**config.mk**
```make
export PLATFORM = sky130hd
export DESIGN_NAME = hms_clock_ctrl
export DESIGN_NICKNAME = d
export VERILOG_FILES = /design/src/rtl/hms_pkg.sv /design/src/rtl/btn_debounce.sv /design/src/rtl/hms_clock_ctrl.sv
export SDC_FILE = /design/constraint.sdc
export NUM_CORES = 1
export LEC_CHECK = 0
export CAP_MARGIN = 20
export CORE_ASPECT_RATIO = 1.5
export CORE_MARGIN = 3
export CORE_UTILIZATION = 29
export DETAILED_ROUTE_END_ITERATION = 6
export GPL_ROUTABILITY_DRIVEN = 0
export GPL_TIMING_DRIVEN = 1
export PLACE_DENSITY = 0.49
export SLEW_MARGIN = 20
export SYNTH_ARGS = -nofsm -noshare
export SYNTH_HDL_FRONTEND = slang
export SYNTH_SLANG_ARGS = --single-unit
```
**constraint.sdc**
```tcl
create_clock -name clk -period 2.6 [get_ports clk]
set_input_delay 0.26 -clock clk [delete_from_list [all_inputs] [get_ports clk]]
set_output_delay 0.26 -clock clk [all_outputs]
set_load 0.01 [all_outputs]
```
**src/rtl/hms_pkg.sv**
```systemverilog
// Shared encodings, field limits and small arithmetic helpers for the
// hour/minute/second time-keeping core.
package hms_pkg;

    typedef enum logic {
        ST_RUN = 1'b0,
        ST_SET = 1'b1
    } state_t;

    typedef enum logic [1:0] {
        POS_SEC  = 2'd0,
        POS_MIN  = 2'd1,
        POS_HOUR = 2'd2
    } pos_t;

    localparam logic [5:0] SEC_MAX  = 6'd59;
    localparam logic [5:0] MIN_MAX  = 6'd59;
    localparam logic [5:0] HOUR_MAX = 6'd23;

    // Using >= means a corrupted out-of-range value heals itself on the next update.
    function automatic logic [5:0] wrap_inc(input logic [5:0] value, input logic [5:0] limit);
        return (value >= limit) ? 6'd0 : value + 6'd1;
    endfunction

    function automatic pos_t next_pos(input pos_t pos);
        case (pos)
            POS_SEC: return POS_MIN;
            POS_MIN: return POS_HOUR;
            default: return POS_SEC;
        endcase
    endfunction

endpackage

```
**src/rtl/btn_debounce.sv**
```systemverilog
// Button conditioner: two-flop synchronizer, consecutive-sample debounce
// and a single-cycle pulse on each accepted press.
module btn_debounce #(
    parameter int DEB_CYCLES = 500000
) (
    input  logic clk,
    input  logic rst_n,
    input  logic btn,
    output logic press
);

    localparam int CW = (DEB_CYCLES > 1) ? $clog2(DEB_CYCLES) : 1;
    localparam logic [CW-1:0] CNT_LAST = CW'(DEB_CYCLES - 1);
    localparam logic [CW-1:0] CNT_ONE  = CW'(1);

    logic          sync1_reg;
    logic          sync2_reg;
    logic          level_reg;
    logic          press_reg;
    logic [CW-1:0] cnt_reg;
    logic          differ;
    logic          accept;

    assign differ = (sync2_reg != level_reg);
    assign accept = differ && (cnt_reg == CNT_LAST);

    always_ff @(posedge clk) begin
        if (!rst_n) begin
            sync1_reg <= 1'b0;
            sync2_reg <= 1'b0;
            level_reg <= 1'b0;
            press_reg <= 1'b0;
            cnt_reg   <= '0;
        end else begin
            sync1_reg <= btn;
            sync2_reg <= sync1_reg;
            // Any sample agreeing with the accepted level restarts the count.
            if (!differ || accept) begin
                cnt_reg <= '0;
            end else begin
                cnt_reg <= cnt_reg + CNT_ONE;
            end
            if (accept) begin
                level_reg <= sync2_reg;
            end
            press_reg <= accept && sync2_reg;
        end
    end

    assign press = press_reg;

endmodule

```
**src/rtl/hms_clock_ctrl.sv**
```systemverilog
// Time-keeping core: one-second divider, RUN/SET mode FSM, field editing
// and blink mask for the six-digit FND display path.
module hms_clock_ctrl
    import hms_pkg::*;
#(
    parameter int TICK_DIV   = 50000000,
    parameter int DEB_CYCLES = 500000
) (
    input  logic       clk,
    input  logic       rst_n,
    input  logic       i_btn_mode,
    input  logic       i_btn_pos,
    input  logic       i_btn_inc,
    output logic [5:0] o_sec,
    output logic [5:0] o_min,
    output logic [5:0] o_hour,
    output logic       o_mode,
    output logic [1:0] o_set_pos,
    output logic [5:0] o_blink,
    output logic       o_tick
);

    localparam int TW = (TICK_DIV > 1) ? $clog2(TICK_DIV) : 1;
    localparam logic [TW-1:0] TICK_LAST = TW'(TICK_DIV - 1);
    localparam logic [TW-1:0] HALF_LAST = TW'(TICK_DIV / 2 - 1);
    localparam logic [TW-1:0] TW_ONE    = TW'(1);

    localparam int BTN_MODE = 0;
    localparam int BTN_POS  = 1;
    localparam int BTN_INC  = 2;

    logic [2:0] btn_raw;
    logic [2:0] btn_press;
    logic       press_mode;
    logic       press_pos;
    logic       press_inc;

    assign btn_raw[BTN_MODE] = i_btn_mode;
    assign btn_raw[BTN_POS]  = i_btn_pos;
    assign btn_raw[BTN_INC]  = i_btn_inc;

    genvar gi;
    generate
        for (gi = 0; gi < 3; gi++) begin : g_btn
            btn_debounce #(
                .DEB_CYCLES(DEB_CYCLES)
            ) u_btn_debounce (
                .clk  (clk),
                .rst_n(rst_n),
                .btn  (btn_raw[gi]),
                .press(btn_press[gi])
            );
        end
    endgenerate

    assign press_mode = btn_press[BTN_MODE];
    assign press_pos  = btn_press[BTN_POS];
    assign press_inc  = btn_press[BTN_INC];

    state_t      state_reg, state_next;
    pos_t        pos_reg, pos_next;
    logic [5:0]  sec_reg, sec_next;
    logic [5:0]  min_reg, min_next;
    logic [5:0]  hour_reg, hour_next;
    logic [TW-1:0] cnt_reg, cnt_next;
    logic        phase_reg, phase_next;
    logic [5:0]  blink_reg, blink_next;
    logic        tick_reg;
    logic        tick_evt;
    logic        leave_set;

    assign tick_evt  = (cnt_reg == TICK_LAST);
    assign leave_set = (state_reg == ST_SET) && press_mode;

    // Divider and blink phase; leaving SET restarts both so the first
    // second after editing is a full one.
    always_comb begin
        cnt_next   = cnt_reg + TW_ONE;
        phase_next = phase_reg;
        if (tick_evt) begin
            cnt_next = '0;
        end
        if (tick_evt || (cnt_reg == HALF_LAST)) begin
            phase_next = ~phase_reg;
        end
        if (leave_set) begin
            cnt_next   = '0;
            phase_next = 1'b0;
        end
    end

    always_comb begin
        state_next = state_reg;
        pos_next   = pos_reg;
        sec_next   = sec_reg;
        min_next   = min_reg;
        hour_next  = hour_reg;
        case (state_reg)
            ST_RUN: begin
                // Time advances on the tick even if this same cycle enters SET.
                if (tick_evt) begin
                    sec_next = wrap_inc(sec_reg, SEC_MAX);
                    if (sec_reg >= SEC_MAX) begin
                        min_next = wrap_inc(min_reg, MIN_MAX);
                        if (min_reg >= MIN_MAX) begin
                            hour_next = wrap_inc(hour_reg, HOUR_MAX);
                        end
                    end
                end
                if (press_mode) begin
                    state_next = ST_SET;
                    pos_next   = POS_SEC;
                end
            end
            ST_SET: begin
                if (press_mode) begin
                    state_next = ST_RUN;
                end else if (press_pos) begin
                    pos_next = next_pos(pos_reg);
                end else if (press_inc) begin
                    case (pos_reg)
                        POS_SEC:  sec_next  = wrap_inc(sec_reg, SEC_MAX);
                        POS_MIN:  min_next  = wrap_inc(min_reg, MIN_MAX);
                        POS_HOUR: hour_next = wrap_inc(hour_reg, HOUR_MAX);
                        default:  sec_next  = sec_reg;
                    endcase
                end
            end
            default: begin
                state_next = ST_RUN;
            end
        endcase
    end

    // Mask is built from next-state values so the registered output lines
    // up with the mode, position and phase it describes.
    always_comb begin
        blink_next = '0;
        if (state_next == ST_SET) begin
            case (pos_next)
                POS_SEC:  blink_next[1:0] = {2{phase_next}};
                POS_MIN:  blink_next[3:2] = {2{phase_next}};
                POS_HOUR: blink_next[5:4] = {2{phase_next}};
                default:  blink_next      = '0;
            endcase
        end
    end

    always_ff @(posedge clk) begin
        if (!rst_n) begin
            state_reg <= ST_RUN;
            pos_reg   <= POS_SEC;
            sec_reg   <= '0;
            min_reg   <= '0;
            hour_reg  <= '0;
            cnt_reg   <= '0;
            phase_reg <= 1'b0;
            blink_reg <= '0;
            tick_reg  <= 1'b0;
        end else begin
            state_reg <= state_next;
            pos_reg   <= pos_next;
            sec_reg   <= sec_next;
            min_reg   <= min_next;
            hour_reg  <= hour_next;
            cnt_reg   <= cnt_next;
            phase_reg <= phase_next;
            blink_reg <= blink_next;
            tick_reg  <= tick_evt;
        end
    end

    assign o_sec     = sec_reg;
    assign o_min     = min_reg;
    assign o_hour    = hour_reg;
    assign o_mode    = (state_reg == ST_SET);
    assign o_set_pos = pos_reg;
    assign o_blink   = blink_reg;
    assign o_tick    = tick_reg;

endmodule

```
After elaboration in Yosys (flattened, before gate mapping). Cells that the tools add are included.

Register bits: 121. Bits in latches: 0. Memory bits (writable): 0. ROM bits: 0. Input port bits: 5. Output and inout port bits: 28. Word-level logic and storage cells: 120. Memories kept: 0.

$add $sub $neg: 7. Multipliers: 0. Div/mod/pow operators: 0. Order comparisons: 3. Eq/ne operators: 21. Shifts and indexed selects: 0. Multiplexer cells: 34. Bitwise logic cells: 3. Reduce and logical (&&, ||, !) cells: 26.

Operators with widths (number): 6-bit 2-to-1 mux (21); 19-bit by 1-bit adder with 19-bit output (second input constant) (3); 19-bit equality test (second input constant) (3); 6-bit one-hot mux with 2 select lines (3); 26-bit by 1-bit adder with 26-bit output (second input constant) (1); 26-bit by 25-bit equality test with 1-bit output (second input constant) (1); 26-bit equality test (second input constant) (1); 6-bit by 1-bit adder with 6-bit output (second input constant) (3); 6-bit >= comparator (second input constant) (2); 2-bit != test (second input constant) (5); 3-bit AND reduction (3); 2-bit by 1-bit != test with 1-bit output (second input constant) (4); 2-bit one-hot mux with 2 select lines (2); 1-bit logical AND (7); 7-bit AND reduction (1); 6-bit by 5-bit >= comparator with 1-bit output (second input constant) (1); 2-bit 2-to-1 mux (3); 6-bit AND reduction (1); 2-bit OR reduction (3); 5-bit AND reduction (1); 2-bit by 1-bit equality test with 1-bit output (second input constant) (2); 2-bit equality test (second input constant) (2); 2-bit logical NOT (2); 1-bit logical OR (4); 6 further kinds (15).

Depth between registers and ports, before layout.
Depth in word-level cells: 7. Gate-level depth with buffers: 8. Gate-level depth less buffers: 6.

Cells and area by module. From an unflattened synthesis, not the netlist that was laid out.

Cells, all modules: 642. Area total of the unflattened synthesis: 5864.4 sq um.

By module, submodules not included: btn_debounce (times used 3, cells an instance 110, area an instance 1073.5 sq um, seq. area each 460.4 sq um); hms_clock_ctrl (times used 1, cells an instance 312, area an instance 2643.8 sq um, seq. area each 1041.0 sq um).

Worst setup path after synthesis. OpenSTA, ideal clock, no wires.

Kind: register to register. Start: reg state_reg (netlist: o_mode). End: reg min_reg[4] (netlist: o_min[4]). Setup time: 0.070 ns. Arrival: 2.022 ns. Required time: 2.530 ns. Path slack: 0.508 ns. Cell stages (with the launch flop): 7. Buffers on the path: 1. Clock period less this slack: 2.092 ns. Cells stage by stage: dfxtp_1 ha_1 clkbuf_1 or4b_2 o32a_1 or3_1 a21boi_1.

Word-level cells in the longest chain between the ends: 3. Elaborated cells on any way between the ends: 9. Those cells by class: eq/ne: 6; mux: 1; bitwise: 1; reduce/logical: 1.

RTL lines: from (decl) (line hms_clock_ctrl.sv:60) `state_t state_reg, state_next;`; from (signal assigned) (line hms_clock_ctrl.sv:161) `state_reg <= state_next;`; 1-bit NOT; 2-bit != test (no line); 6-bit AND reduction (no line); to (signal assigned) (line hms_clock_ctrl.sv:164) `min_reg <= min_next;`; to (decl) (line hms_clock_ctrl.sv:63) `logic [5:0] min_reg, min_next;`.

Parallel ways exist; a longest one is shown, timed or not. A chain may end at the register's enable or synchronous reset.

Worst setup path in the final report.
Start: reg cnt_reg[16]. End: reg sec_reg[5] (netlist: o_sec[5]).

Word-level cells in the longest chain between the ends: 3.

RTL lines: from (decl) (line hms_clock_ctrl.sv:65) `logic [TW-1:0] cnt_reg, cnt_next;`; from (signal assigned) (line hms_clock_ctrl.sv:166) `cnt_reg <= cnt_next;`; 26-bit equality test (line hms_clock_ctrl.sv:72) `assign tick_evt = (cnt_reg == TICK_LAST);`; 2-bit != test (no line); 5-bit AND reduction (no line); to (signal assigned) (line hms_clock_ctrl.sv:163) `sec_reg <= sec_next;`; to (decl) (line hms_clock_ctrl.sv:62) `logic [5:0] sec_reg, sec_next;`.

No other way between the ends.

==> results by stage <==
GRT:
- The global-route wire length before repair is roughly 21 mm.
- The global routing stage identified its most utilized layer as met2.
- The met3 track utilization from global routing is 0.03269.
- For this run, global-route usage on met2 was measured as 0.2128.
- The maximum number of pins on one net before global-route repair is 39.
- The number of global-route vias before repair is around 4,500.
- The combined global-route utilization of all metal layers is 0.1199.
- The met1 routing resource usage after global routing is 0.1345.
- The number of antenna violations at the first check in global routing was 0.
- Summed over all layers, the global routing overflow is 0.

Worst setup path:
- At the worst endpoint, the arrival time is approximately 2600 ps.
- The kind of critical path is register to register.
- The family with the most delay on the worst path is simple AND/OR/NAND/NOR gates.
- The required time of the critical path is 2910 ps.
- The endpoint kind of the worst setup timing path is a register.
- In this run the critical register-to-register path is captured at o_sec[5].
- The critical path crosses 5 cells after its start point.
- On the worst path, the slowest cell contributes a delay of between 500 and 600 ps.
- Along the worst path, the maximum fanout reaches 13.
- Following the worst setup path forward leads to its endpoint at o_sec[5].
- Together, buffers and inverters on the worst path number 0.
- Walking the worst path, the cells encountered are or4_4, nor4_1, a21oi_2, or2_1, o41ai_2.
- Tracing the worst setup path back leads to its startpoint at cnt_reg[16].
- In this run the critical register-to-register path is launched from cnt_reg[16].
- The setup check on the worst reg-to-reg path leaves a slack of 310 ps.
- The worst reg-to-reg path cell count is 5.
- STA classifies the critical path startpoint as a register.
- Among all stages on the critical path, the largest delay is contributed by sky130_fd_sc_hd__or4_4.

Cells and area:
- The register with the most flip-flops in the layout has 57 of them.
- The number of antenna cells inserted is 0.
- In the layout the commonest cells are 121 x sky130_fd_sc_hd__dfxtp_1, 115 x sky130_fd_sc_hd__nor2_1, 45 x sky130_fd_sc_hd__nand3_1.
- The share of layout cells above drive strength 1 is 0.07749.
- The library cell used most frequently in the layout, excluding fill and tap cells, is sky130_fd_sc_hd__dfxtp_1.
- The net count of the finished layout is roughly 680.
- Relative to the synthesized area, the layout overhead comes to 20.49%.

STA:
- For the pin with the worst max-slew slack, the measured transition is 643.1 ps.
- The post-route clock period utilization is 0.8801.
- Setup repair after global routing left no endpoint under its margin.
- The slack of the critical path is 311.8 ps.
- Headroom to the max-slew limit came out at 0.5712.
- Static timing analysis puts the maximum clock frequency at ~440 MHz.
- Setup total negative slack on the finished layout was measured at 0 ps.
- The final hold violation count is 0.
- The final count of pins violating max slew is 0.
- Setup violations remaining at the end of the flow were counted as 0.
- Across the routed clock network, the largest skew measured is 11.49 ps.
- The final critical delay including setup and external delays is 2288 ps.

Synthesis:
- Counting flops with an async set or reset pin after synthesis yields a share of 0.
- The number of flip-flops and latches in the synthesized netlist is 121.
- Counting flops with a built-in enable in the synthesized netlist gives 0.
- In the synthesized netlist the dominant register cell turns out to be sky130_fd_sc_hd__dfxtp_1.
- The count of mapped cells out of synthesis is about 640.
- The synthesized net count is approximately 650.
- The count of different cell masters after synthesis is between 60 and 70.
- The mean post-synth cell area is just under 9 µm².
- The sequential element share of the synthesized area is 0.4330.
- Yosys printed 0 warnings.
- The total standard cell area after synthesis is 0.005594 mm².

CTS:
- The number of buffers inserted during clock tree synthesis is 17.
- The number of H-tree levels is 4.
- The number of sinks on the clock net is roughly 120.
- In this run the deepest clock path goes through 2 buffers.
- The buffer count from post-CTS setup fixing is 0.
- The post-CTS clock slew at the launch and capture registers of the worst setup and hold paths is 60 ps.
- The CTS root buffer is sky130_fd_sc_hd__clkbuf_16.
- The CTS tree is built.
- The clock insertion delay at the later pin of the skew report is around 400 ps.

Die:
- The floorplan has 61 rows.
- After floorplanning, the core was sized to cover 0.01878 mm².
- In this run the horizontal extent of the chip is roughly 120 µm.
- The count of pins on the block boundary is 33.
- The floorplan step defined a die boundary enclosing 0.02103 mm².
- In this run the vertical extent of the chip is 176.1 µm.
- The initial utilization of the core area, before any placement, comes to 0.2979.

Power and ir drop:
- The maximum vdd ir drop is 0.0004234 V.
- The leakage power is ~0.0022 µW.
- The power per cell area is approximately 630 mW/mm².

Drt:
- After detailed routing, the average wire length per cell comes to 13.04 µm.
- In the routed design, unresolved DRC markers number 0.
- For this block, the routed nets add up to around 12 mm of wire.
- After the first detailed-routing iteration, the DRC count stood at between 200 and 250.
- In this run the remaining antenna-violating nets after routing total 0.
- After detailed routing, the number of vias per cell comes to 4.850.
- The final route contains between 4,000 and 5,000 vias.
- The iteration count of the initial detailed-routing pass is 4.

Status:
- The run finished with clean final reports.

Flow run:
- Across the run, the number of max-cap violations was 0.

Hold path:
- The class of the tightest hold or removal check is register to register.

Placement:
- The worst slack at placement is 231.8 ps.
- The number of port buffers is 32.
- Summed over all nets, the half-perimeter wirelength after detailed placement is between 8 and 9 mm.
==> metrics by stage <==
| step | utilization | instance area (µm²) | hold WS, ps | power (µW) | std cells |
|---|---|---|---|---|---|
| 2_1_floorplan | - | 5594 | 387.3 | 1947 | 641 |
| 3_3_place_gp | 0.3275 | 6148 | 414.3 | 1962 | 904 |
| 3_5_place_dp | 0.3275 | 6148 | 422.0 | 1964 | 904 |
| 4_1_cts | 0.3588 | 6736 | 432.9 | 4299 | 936 |
| 5_1_grt | 0.3590 | 6740 | 441.6 | 4383 | 936 |
| 6_report | 0.3590 | 6740 | 431.1 | 4232 | 936 |
==> synthesized netlist by cell type, drive strengths merged (2+ instances only) <==
library cell | n | area (µm²)
nor4b | 6 | 58.80
nor3 | 15 | 75.07
o211ai | 5 | 37.54
dfxtp | 121 | 2422
nor4 | 12 | 90.09
o2111ai | 2 | 17.52
and4 | 9 | 78.83
o21ai | 13 | 65.06
xnor2 | 40 | 350.3
a31oi | 5 | 46.29
or3 | 8 | 50.05
and3 | 14 | 87.58
xor2 | 38 | 332.8
or4 | 2 | 22.52
or2 | 3 | 18.77
nor2b | 9 | 56.30
o31ai | 2 | 15.01
nor2 | 115 | 431.7
mux2i | 6 | 60.06
a21boi | 2 | 15.01
o32ai | 2 | 17.52
o22a | 2 | 17.52
and2 | 9 | 58.81
nand2 | 41 | 153.9
a21oi | 8 | 40.04
nand4 | 20 | 125.1
nand3 | 45 | 225.2
inv | 17 | 63.81
clkbuf | 18 | 67.56
and4b | 3 | 30.03
ha | 8 | 100.1
nand3b | 4 | 30.03
nand2b | 2 | 12.51
o32a | 2 | 20.02
o311ai | 6 | 60.06
buf | 9 | 58.80
o41ai | 3 | 48.80
==> worst min-delay path by stage <==
stage	startpoint	to	slack, ps	depth (start not counted)
after global placement	g_btn[2].u_btn_debounce.sync1_reg	g_btn[2].u_btn_debounce.sync2_reg	410	1
after floorplan	i_btn_mode	g_btn[0].u_btn_debounce.sync1_reg	390	1
final	g_btn[1].u_btn_debounce.sync1_reg	g_btn[1].u_btn_debounce.sync2_reg	430	1
after detailed placement	g_btn[1].u_btn_debounce.sync1_reg	g_btn[1].u_btn_debounce.sync2_reg	420	1
after global routing	i_btn_mode	g_btn[0].u_btn_debounce.sync1_reg	440	2
after CTS	i_btn_mode	g_btn[0].u_btn_debounce.sync1_reg	430	2
==> final cells by class <==
type / instances / area (µm²)
Multi-Input combinational cell: 476 / 2985
Fill cell: 1947 / 12040
Clock inverter: 14 / 148.9
Tap cell: 252 / 315.3
Sequential cell: 121 / 2422
Inverter: 17 / 63.81
Timing Repair Buffer: 38 / 365.4
Clock buffer: 18 / 439.2
==> power breakdown <==
group	switching, µW	total [µW]	internal, µW
registers	7.16	1870	1860
clock network	871	2310	1440
logic	33.6	51.0	17.4
==> cells by family after synthesis <==
group,count (synthesis),synth area share
xor+xnor,78,0.1221
buf+inv,44,0.03399
compound gates,60,0.08343
flops,121,0.4330
simple gates,322,0.2950
mux,7,0.01275
fa+ha+maj,9,0.01968
==> worst reg2reg max path: stages (launching register included) <==
cell	delay [ps]
sky130_fd_sc_hd__dfxtp_1	350
sky130_fd_sc_hd__or4_4	570
sky130_fd_sc_hd__nor4_1	380
sky130_fd_sc_hd__a21oi_2	260
sky130_fd_sc_hd__or2_1	360
sky130_fd_sc_hd__o41ai_2	280
==> repair_timing <==
item                       4_1_cts  5_1_grt
setup endpoints to repair        0        1
gates resized for setup          0        1
hold buffers                     0        0
==> per-layer routing <==
layer	wire length, µm	part of all wire	vias up
met5	0	0	-
met4	182	0.015	0
met3	413	0.034	10
met2	6211	0.51	57
met1	5397	0.44	2170
li1	-	-	2303
No activity file was read; power rests on OpenSTA's default activity.
